## config.mk

```make
export PLATFORM = sky130hd
export DESIGN_NAME = alu_bus_master
export DESIGN_NICKNAME = d
export VERILOG_FILES = /design/src/rtl/alu_bus_master.sv
export SDC_FILE = /design/constraint.sdc
export NUM_CORES = 1
export LEC_CHECK = 0
export ABC_AREA = 1
export ABC_CLOCK_PERIOD_IN_PS = 1400
export CORE_MARGIN = 5
export CORE_UTILIZATION = 40
export CTS_BUF_LIST = sky130_fd_sc_hd__clkbuf_4 sky130_fd_sc_hd__clkbuf_8 sky130_fd_sc_hd__clkbuf_16
export DETAILED_ROUTE_END_ITERATION = 8
export HOLD_SLACK_MARGIN = 0.1
export PLACE_DENSITY = 0.85
export SYNTH_ARGS = -nofsm -noshare
export SYNTH_HDL_FRONTEND = slang
export SYNTH_SLANG_ARGS = --single-unit
```

## constraint.sdc

```tcl
create_clock -name clk -period 1.4 [get_ports clk]
set_input_delay 0.14 -clock clk [delete_from_list [all_inputs] [get_ports clk]]
set_output_delay 0.14 -clock clk [all_outputs]
set_load 0.05 [all_outputs]
```

## src/rtl/alu_bus_master.sv

```systemverilog
// Bus-master sequencer for the ALU/multiplier slave: loads operands and opcode,
// starts the slave, polls opdone, collects the result, clears the slave, responds.
module alu_bus_master #(
  parameter logic [7:0] BASE_ADDR  = 8'h00,
  parameter int         POLL_LIMIT = 1024,
  parameter logic [3:0] MUL_OPCODE = 4'hD
) (
  input  logic        clk,
  input  logic        reset,
  input  logic        cmd_valid,
  output logic        cmd_ready,
  input  logic [31:0] cmd_a,
  input  logic [31:0] cmd_b,
  input  logic [3:0]  cmd_op,
  output logic        rsp_valid,
  input  logic        rsp_ready,
  output logic [31:0] rsp_lo,
  output logic [31:0] rsp_hi,
  output logic        rsp_timeout,
  output logic        M_sel,
  output logic        M_wr,
  output logic [7:0]  M_addr,
  output logic [31:0] M_dout,
  input  logic [31:0] M_din
);

  localparam int CNT_W = $clog2(POLL_LIMIT);
  localparam logic [CNT_W-1:0] CNT_LAST = CNT_W'(POLL_LIMIT - 1);

  localparam logic [2:0] REG_A     = 3'd0;
  localparam logic [2:0] REG_B     = 3'd1;
  localparam logic [2:0] REG_OP    = 3'd2;
  localparam logic [2:0] REG_START = 3'd3;
  localparam logic [2:0] REG_DONE  = 3'd4;
  localparam logic [2:0] REG_CLR   = 3'd5;
  localparam logic [2:0] REG_RES1  = 3'd6;
  localparam logic [2:0] REG_RES2  = 3'd7;

  typedef enum logic [3:0] {
    S_IDLE, S_WR_A, S_WR_B, S_WR_OP, S_WR_START, S_POLL,
    S_RD_LO, S_RD_HI, S_CLEAR, S_CLR_WAIT, S_RESP
  } state_e;

  state_e             state_q, state_d;
  logic [31:0]        a_q, a_d;
  logic [31:0]        b_q, b_d;
  logic [3:0]         op_q, op_d;
  logic [CNT_W-1:0]   cnt_q, cnt_d;
  logic [31:0]        lo_q, lo_d;
  logic [31:0]        hi_q, hi_d;
  logic               to_q, to_d;
  logic [2:0]         bus_idx;
  logic               poll_done;
  logic               poll_last;
  logic               is_mul;

  assign poll_done = (M_din[1:0] == 2'b11);
  assign poll_last = (cnt_q == CNT_LAST);
  assign is_mul    = (op_q == MUL_OPCODE);

  always_ff @(posedge clk) begin
    if (reset) begin
      state_q <= S_IDLE;
      a_q     <= '0;
      b_q     <= '0;
      op_q    <= '0;
      cnt_q   <= '0;
      lo_q    <= '0;
      hi_q    <= '0;
      to_q    <= 1'b0;
    end else begin
      state_q <= state_d;
      a_q     <= a_d;
      b_q     <= b_d;
      op_q    <= op_d;
      cnt_q   <= cnt_d;
      lo_q    <= lo_d;
      hi_q    <= hi_d;
      to_q    <= to_d;
    end
  end

  always_comb begin
    state_d = state_q;
    case (state_q)
      S_IDLE:     if (cmd_valid) state_d = S_WR_A;
      S_WR_A:     state_d = S_WR_B;
      S_WR_B:     state_d = S_WR_OP;
      S_WR_OP:    state_d = S_WR_START;
      S_WR_START: state_d = S_POLL;
      S_POLL: begin
        if (poll_done)      state_d = S_RD_LO;
        else if (poll_last) state_d = S_CLEAR;
      end
      S_RD_LO:    state_d = is_mul ? S_RD_HI : S_CLEAR;
      S_RD_HI:    state_d = S_CLEAR;
      S_CLEAR:    state_d = S_CLR_WAIT;
      S_CLR_WAIT: state_d = S_RESP;
      S_RESP:     if (rsp_ready) state_d = S_IDLE;
      default:    state_d = S_IDLE;
    endcase
  end

  // Job latch, poll counter and response capture.
  always_comb begin
    a_d   = a_q;
    b_d   = b_q;
    op_d  = op_q;
    cnt_d = cnt_q;
    lo_d  = lo_q;
    hi_d  = hi_q;
    to_d  = to_q;
    case (state_q)
      S_IDLE: begin
        if (cmd_valid) begin
          a_d  = cmd_a;
          b_d  = cmd_b;
          op_d = cmd_op;
          lo_d = '0;
          hi_d = '0;
          to_d = 1'b0;
        end
      end
      S_WR_START: cnt_d = '0;
      S_POLL: begin
        if (!poll_done) begin
          if (poll_last) to_d  = 1'b1;
          else           cnt_d = cnt_q + CNT_W'(1);
        end
      end
      S_RD_LO: begin
        lo_d = M_din;
        if (!is_mul) hi_d = '0;
      end
      S_RD_HI: hi_d = M_din;
      default: ;
    endcase
  end

  // Bus signals are pure functions of state so they never depend on M_din.
  always_comb begin
    cmd_ready = 1'b0;
    rsp_valid = 1'b0;
    M_sel     = 1'b0;
    M_wr      = 1'b0;
    M_dout    = '0;
    bus_idx   = 3'd0;
    case (state_q)
      S_IDLE: cmd_ready = 1'b1;
      S_WR_A: begin
        M_sel = 1'b1; M_wr = 1'b1; bus_idx = REG_A; M_dout = a_q;
      end
      S_WR_B: begin
        M_sel = 1'b1; M_wr = 1'b1; bus_idx = REG_B; M_dout = b_q;
      end
      S_WR_OP: begin
        M_sel = 1'b1; M_wr = 1'b1; bus_idx = REG_OP; M_dout = {28'b0, op_q};
      end
      S_WR_START: begin
        M_sel = 1'b1; M_wr = 1'b1; bus_idx = REG_START; M_dout = 32'h1;
      end
      S_POLL: begin
        M_sel = 1'b1; bus_idx = REG_DONE;
      end
      S_RD_LO: begin
        M_sel = 1'b1; bus_idx = REG_RES1;
      end
      S_RD_HI: begin
        M_sel = 1'b1; bus_idx = REG_RES2;
      end
      S_CLEAR: begin
        M_sel = 1'b1; M_wr = 1'b1; bus_idx = REG_CLR; M_dout = 32'h1;
      end
      S_CLR_WAIT: begin
        M_sel = 1'b1; bus_idx = REG_CLR;
      end
      S_RESP: rsp_valid = 1'b1;
      default: ;
    endcase
  end

  assign M_addr      = M_sel ? (BASE_ADDR | {5'b0, bus_idx}) : 8'h00;
  assign rsp_lo      = lo_q;
  assign rsp_hi      = hi_q;
  assign rsp_timeout = to_q;

endmodule
```

==> results by stage <==
Critical path:
- The critical path startpoint category is a flop.
- The number of cell instances on the worst register-to-register path is 10.
- Counting stages on the worst path, the most repeated cell is nor2_4.
- The endpoint identified for the worst register-to-register timing path is b_q[30].
- The most critical setup path has its endpoint at M_dout[6].
- The critical path starts at state_q[2].
- Among cell families on the critical path, the largest total delay comes from buffers and inverters.
- STA classifies the critical path endpoint as an output pin.
- The signal on the critical path passes through nor2_4 -> inv_4 -> nor2_4 -> inv_6 -> buf_12 -> o22ai_4 -> buf_8.
- The total buffers and inverters traversed by the critical path is 4.
- The launching point of the worst reg2reg path is state_q[1].
- The cell count along the critical path is 7.
- The critical path is of the reg -> out type.
- Along the worst path, the maximum fanout reaches 7.
- The setup check on the worst reg-to-reg path leaves a slack of -0.44 ns.
- The highest-delay cell along the critical path is dfxtp_4.
- The required time of the worst setup path is ~1.3 ns.
- The arrival time of the worst setup path is 1.79 ns.
- On the worst path, the slowest cell contributes a delay of around 0.36 ns.

Global routing:
- The first global-routing pass estimated approximately 39000 um of wire.
- The via count of the first global-routing pass is 7107.
- Global routing finished with a remaining overflow of 0.
- Entering global routing, the biggest net connects between 60 and 70 pins.
- The initial antenna violation count is 0.
- The global router's overall resource usage is 0.2810.

Clock tree:
- The clock tree from TritonCTS is yes.
- The H-tree depth is 4.
- The clock-pin transition on the worst setup and hold timing paths is ~0.060 ns.
- The number of clock buffers added by TritonCTS is 17.
- The hold-fix buffer count after cts is 0.
- The cell chosen for the clock root is clkbuf_16.
- The longest clock path from root to sink contains 2 buffers.
- The clock latency on the worst-skew pair is around 0.42 ns.
- The total number of clock tree sinks is 147.

Yosys:
- Each instance of the synthesized netlist takes up on average 7.599 sq um.
- The synthesized netlist occupies a cell area of around 6000 sq um.
- For this run, the leading register cell type out of synthesis is dfxtp_1.
- The async set-reset flop share out of synthesis is 0.
- The cell count after synthesis came out at a little under 800.
- The count of state elements after synthesis is roughly 150.
- The area share of the leading cell type in the synthesized netlist is 0.4921.
- The number of different library cells in the post-synthesis netlist is 32.
- In the post-synthesis netlist, the biggest area contributors are dfxtp_1 (49%), a21oi_1 (12%), nand2_1 (9.2%).
- The synthesized design contains 0 enable-type register cells.
- For this run, the number of Yosys warnings is 0.
- Sorting the synthesized cells by how often they occur yields dfxtp_1 (147), nand2_1 (147), a21oi_1 (143).
- The cell type with the highest aggregate area in the netlist is dfxtp_1.
- Of the synthesized area, sequential elements account for 0.4921.

Route:
- The routed wire length is 27790 um.
- The detailed router finished its first iteration with between 400 and 500 violations.
- The average vias per placed instance is around 5.5.
- The routed length per instance is 21.71 um.
- The number of iterations in the first detailed-routing pass is 5.
- The final antenna-violating net count is 0.
- The routed layout has slightly above 7000 vias.
- For this run, design rule violations remaining after detail routing come to 0.

STA:
- At the pin with the least slew margin, the transition time is a little over 0.9 ns.
- Setup repair after global routing could not meet its margin everywhere.
- Clock skew on the completed layout was measured at 0.01522 ns.
- The worst slew margin relative to its limit is 0.3925.
- The final-report hold violation count is 0.
- The count of endpoints failing setup in the final report is between 150 and 200.
- Hold is met by 0.1793 ns.
- The share of the clock period used by the worst path after layout is 1.375.
- The number of max-slew violations in the final report came to 0.
- The smallest clock period supported by the final layout is computed as 1.925 ns.
- In the post-route analysis, the smallest setup slack over all paths is -0.5254 ns.
- Static timing analysis puts the maximum clock frequency at 519.4 MHz.

Pwr:
- The worst voltage drop across the vdd grid is between 1 and 1.5 mV.
- The leakage component of the power is around 4.5 nW.
- The post-route total power is 0.02421 W.
- For this design the ratio of total power to cell area is 2048 nW/um^2.

Layout:
- The layout has 797 filler cells.
- Across the whole layout, storage elements account for between 2000 and 3000 sq um.
- The multi-input gate area in the final layout is about 3700 sq um.
- The area of all placed cells without fillers is roughly 12000 sq um.
- The count of nets after finishing is 1189.
- In the final layout, the share of cells above drive strength 1 is 0.4234.
- Compared with the post-synthesis result, the final layout area differs by 97.64%.
- The antenna diode count is 0.
- The finished layout holds 1280 standard cells, fillers aside.

Floorplan:
- For this design the top-level I/O count stands at ~210.
- In this run the horizontal extent of the chip is 132.3 um.
- Measured along the y axis, the die boundary spans roughly 130 um.
- The total die area is about 17000 sq um.
- The initial core utilization is 0.4099.
- The row count is 44.
- The region available for standard cell placement spans 14590 sq um.

Placed design:
- Detailed placement finished with a half-perimeter wire length of about 14000 um.
- OpenSTA, run right after detailed placement, puts the worst setup slack at -0.1184 ns.
- Routability-driven placement finished with a final weighted congestion of a little under 0.9.
- Buffers placed on the I/O ports in this run total just over 200.
- The post-place instance area is 9046 sq um.
- The placed cell count is approximately 1200.

Status:
- The final reports fail on negative setup slack.
- The run finished, with violations left.

Min path:
- The worst hold path belongs to the class in -> reg.

Run:
- Max-cap violations in this run came to 0.
==> worst reg2reg max path: cells and delay by family, from the launching register on <==
kind | cells | cell delay, ns
compound gates | 1 | 0.15
buf+inv | 6 | 0.92
flops | 1 | 0.38
simple gates | 3 | 0.31
==> through the flow <==
step	TNS, ns	util
finish	-66.03	0.8102
floorplan	-2.576	-
CTS	-48.64	0.7598
global route	-76.63	0.8102
global placement	-4.375	0.6201
detailed placement	-9.609	0.6201
==> cell usage in the layout (no fill, tap or decap), types with 3 or more instances in the layout <==
cell type,netlist,routed
dfxtp_1,147,141
nand2_1,147,135
buf_4,9,104
clkdlybuf4s50_1,0,101
a21oi_1,143,86
inv_1,87,77
a21oi_2,3,52
buf_6,9,51
nand3_1,45,38
buf_12,0,34
o21ai_2,0,30
o22ai_4,0,28
clkbuf_16,0,22
buf_16,0,20
o21ai_4,0,19
o21ai_1,1,18
nor2_1,25,17
nor2_4,2,11
buf_8,0,11
nand2_2,5,8
a21oi_4,0,8
nand3_2,2,7
inv_4,0,6
nand2_4,0,6
nand2_8,0,6
o21ai_0,72,6
conb_1,1,5
clkinv_2,0,4
inv_2,3,3
nor2_2,4,3
clkbuf_8,0,3
dfxtp_2,0,3
dfxtp_4,0,3
==> where the power goes <==
| group | switching (W) | leakage, nW | internal, W |
|---|---|---|---|
| logic | 0.00753 | 3.02 | 0.00694 |
| clock network | 0.00182 | 0.291 | 0.00272 |
| registers | 0.000319 | 1.20 | 0.00488 |
==> registers in the layout, summed over array words and instances (netlist names) <==
signal	cells
a_q	32
b_q	32
cnt_q	10
op_q	4
rsp_hi	32
rsp_lo	32
rsp_timeout	1
state_q	4
==> worst min-delay path by stage <==
stage / from / end / slack, ns / cells past startpoint
finish: reset / cnt_q[4] / 0.18 / 4
global route: reset / cnt_q[5] / 0.20 / 3
CTS: reset / cnt_q[7] / 0.13 / 4
detailed placement: rsp_timeout / rsp_timeout / 0.44 / 2
global placement: rsp_timeout / rsp_timeout / 0.44 / 2
floorplan: M_din[0] / rsp_lo[0] / 0.29 / 2
==> layer usage <==
layer | wire length (um) | up-vias | part of all wire | track usage
met2 | 14390 | 400 | 0.52 | 0.4930
met5 | 0 | - | 0 | 0
met4 | 932 | 0 | 0.034 | 0.09559
li1 | - | 3190 | - | -
met3 | 2508 | 76 | 0.090 | 0.08664
met1 | 9955 | 3386 | 0.36 | 0.3245
==> kinds of logic (layout without fill, tap and decap cells) <==
group / after synthesis / count (layout) / share of synthesized area
other cells: 1 / 5 / 0.0006270
xor+xnor: 2 / 2 / 0.002929
flops: 147 / 147 / 0.4920
simple gates: 236 / 239 / 0.1682
buf+inv: 148 / 450 / 0.1126
fa+ha+maj: 1 / 1 / 0.002092
compound gates: 252 / 252 / 0.2216
==> layout make-up <==
| cell class | instances | area share |
|---|---|---|
| Clock buffer | 23 | 0.04287 |
| Multi-Input combinational cell | 499 | 0.3163 |
| Inverter | 90 | 0.03133 |
| Clock inverter | 8 | 0.006351 |
| Timing Repair Buffer | 329 | 0.3334 |
| Sequential cell | 147 | 0.2502 |
| Tap cell | 184 | 0.01948 |
==> what timing repair did <==
item,4_1_cts,5_1_grt
pin swaps,16,20
setup buffers,25,12
endpoints found under the setup margin,168,186
cloned,25,3
gates resized for setup,205,139
No activity file was read; power rests on OpenSTA's default activity.
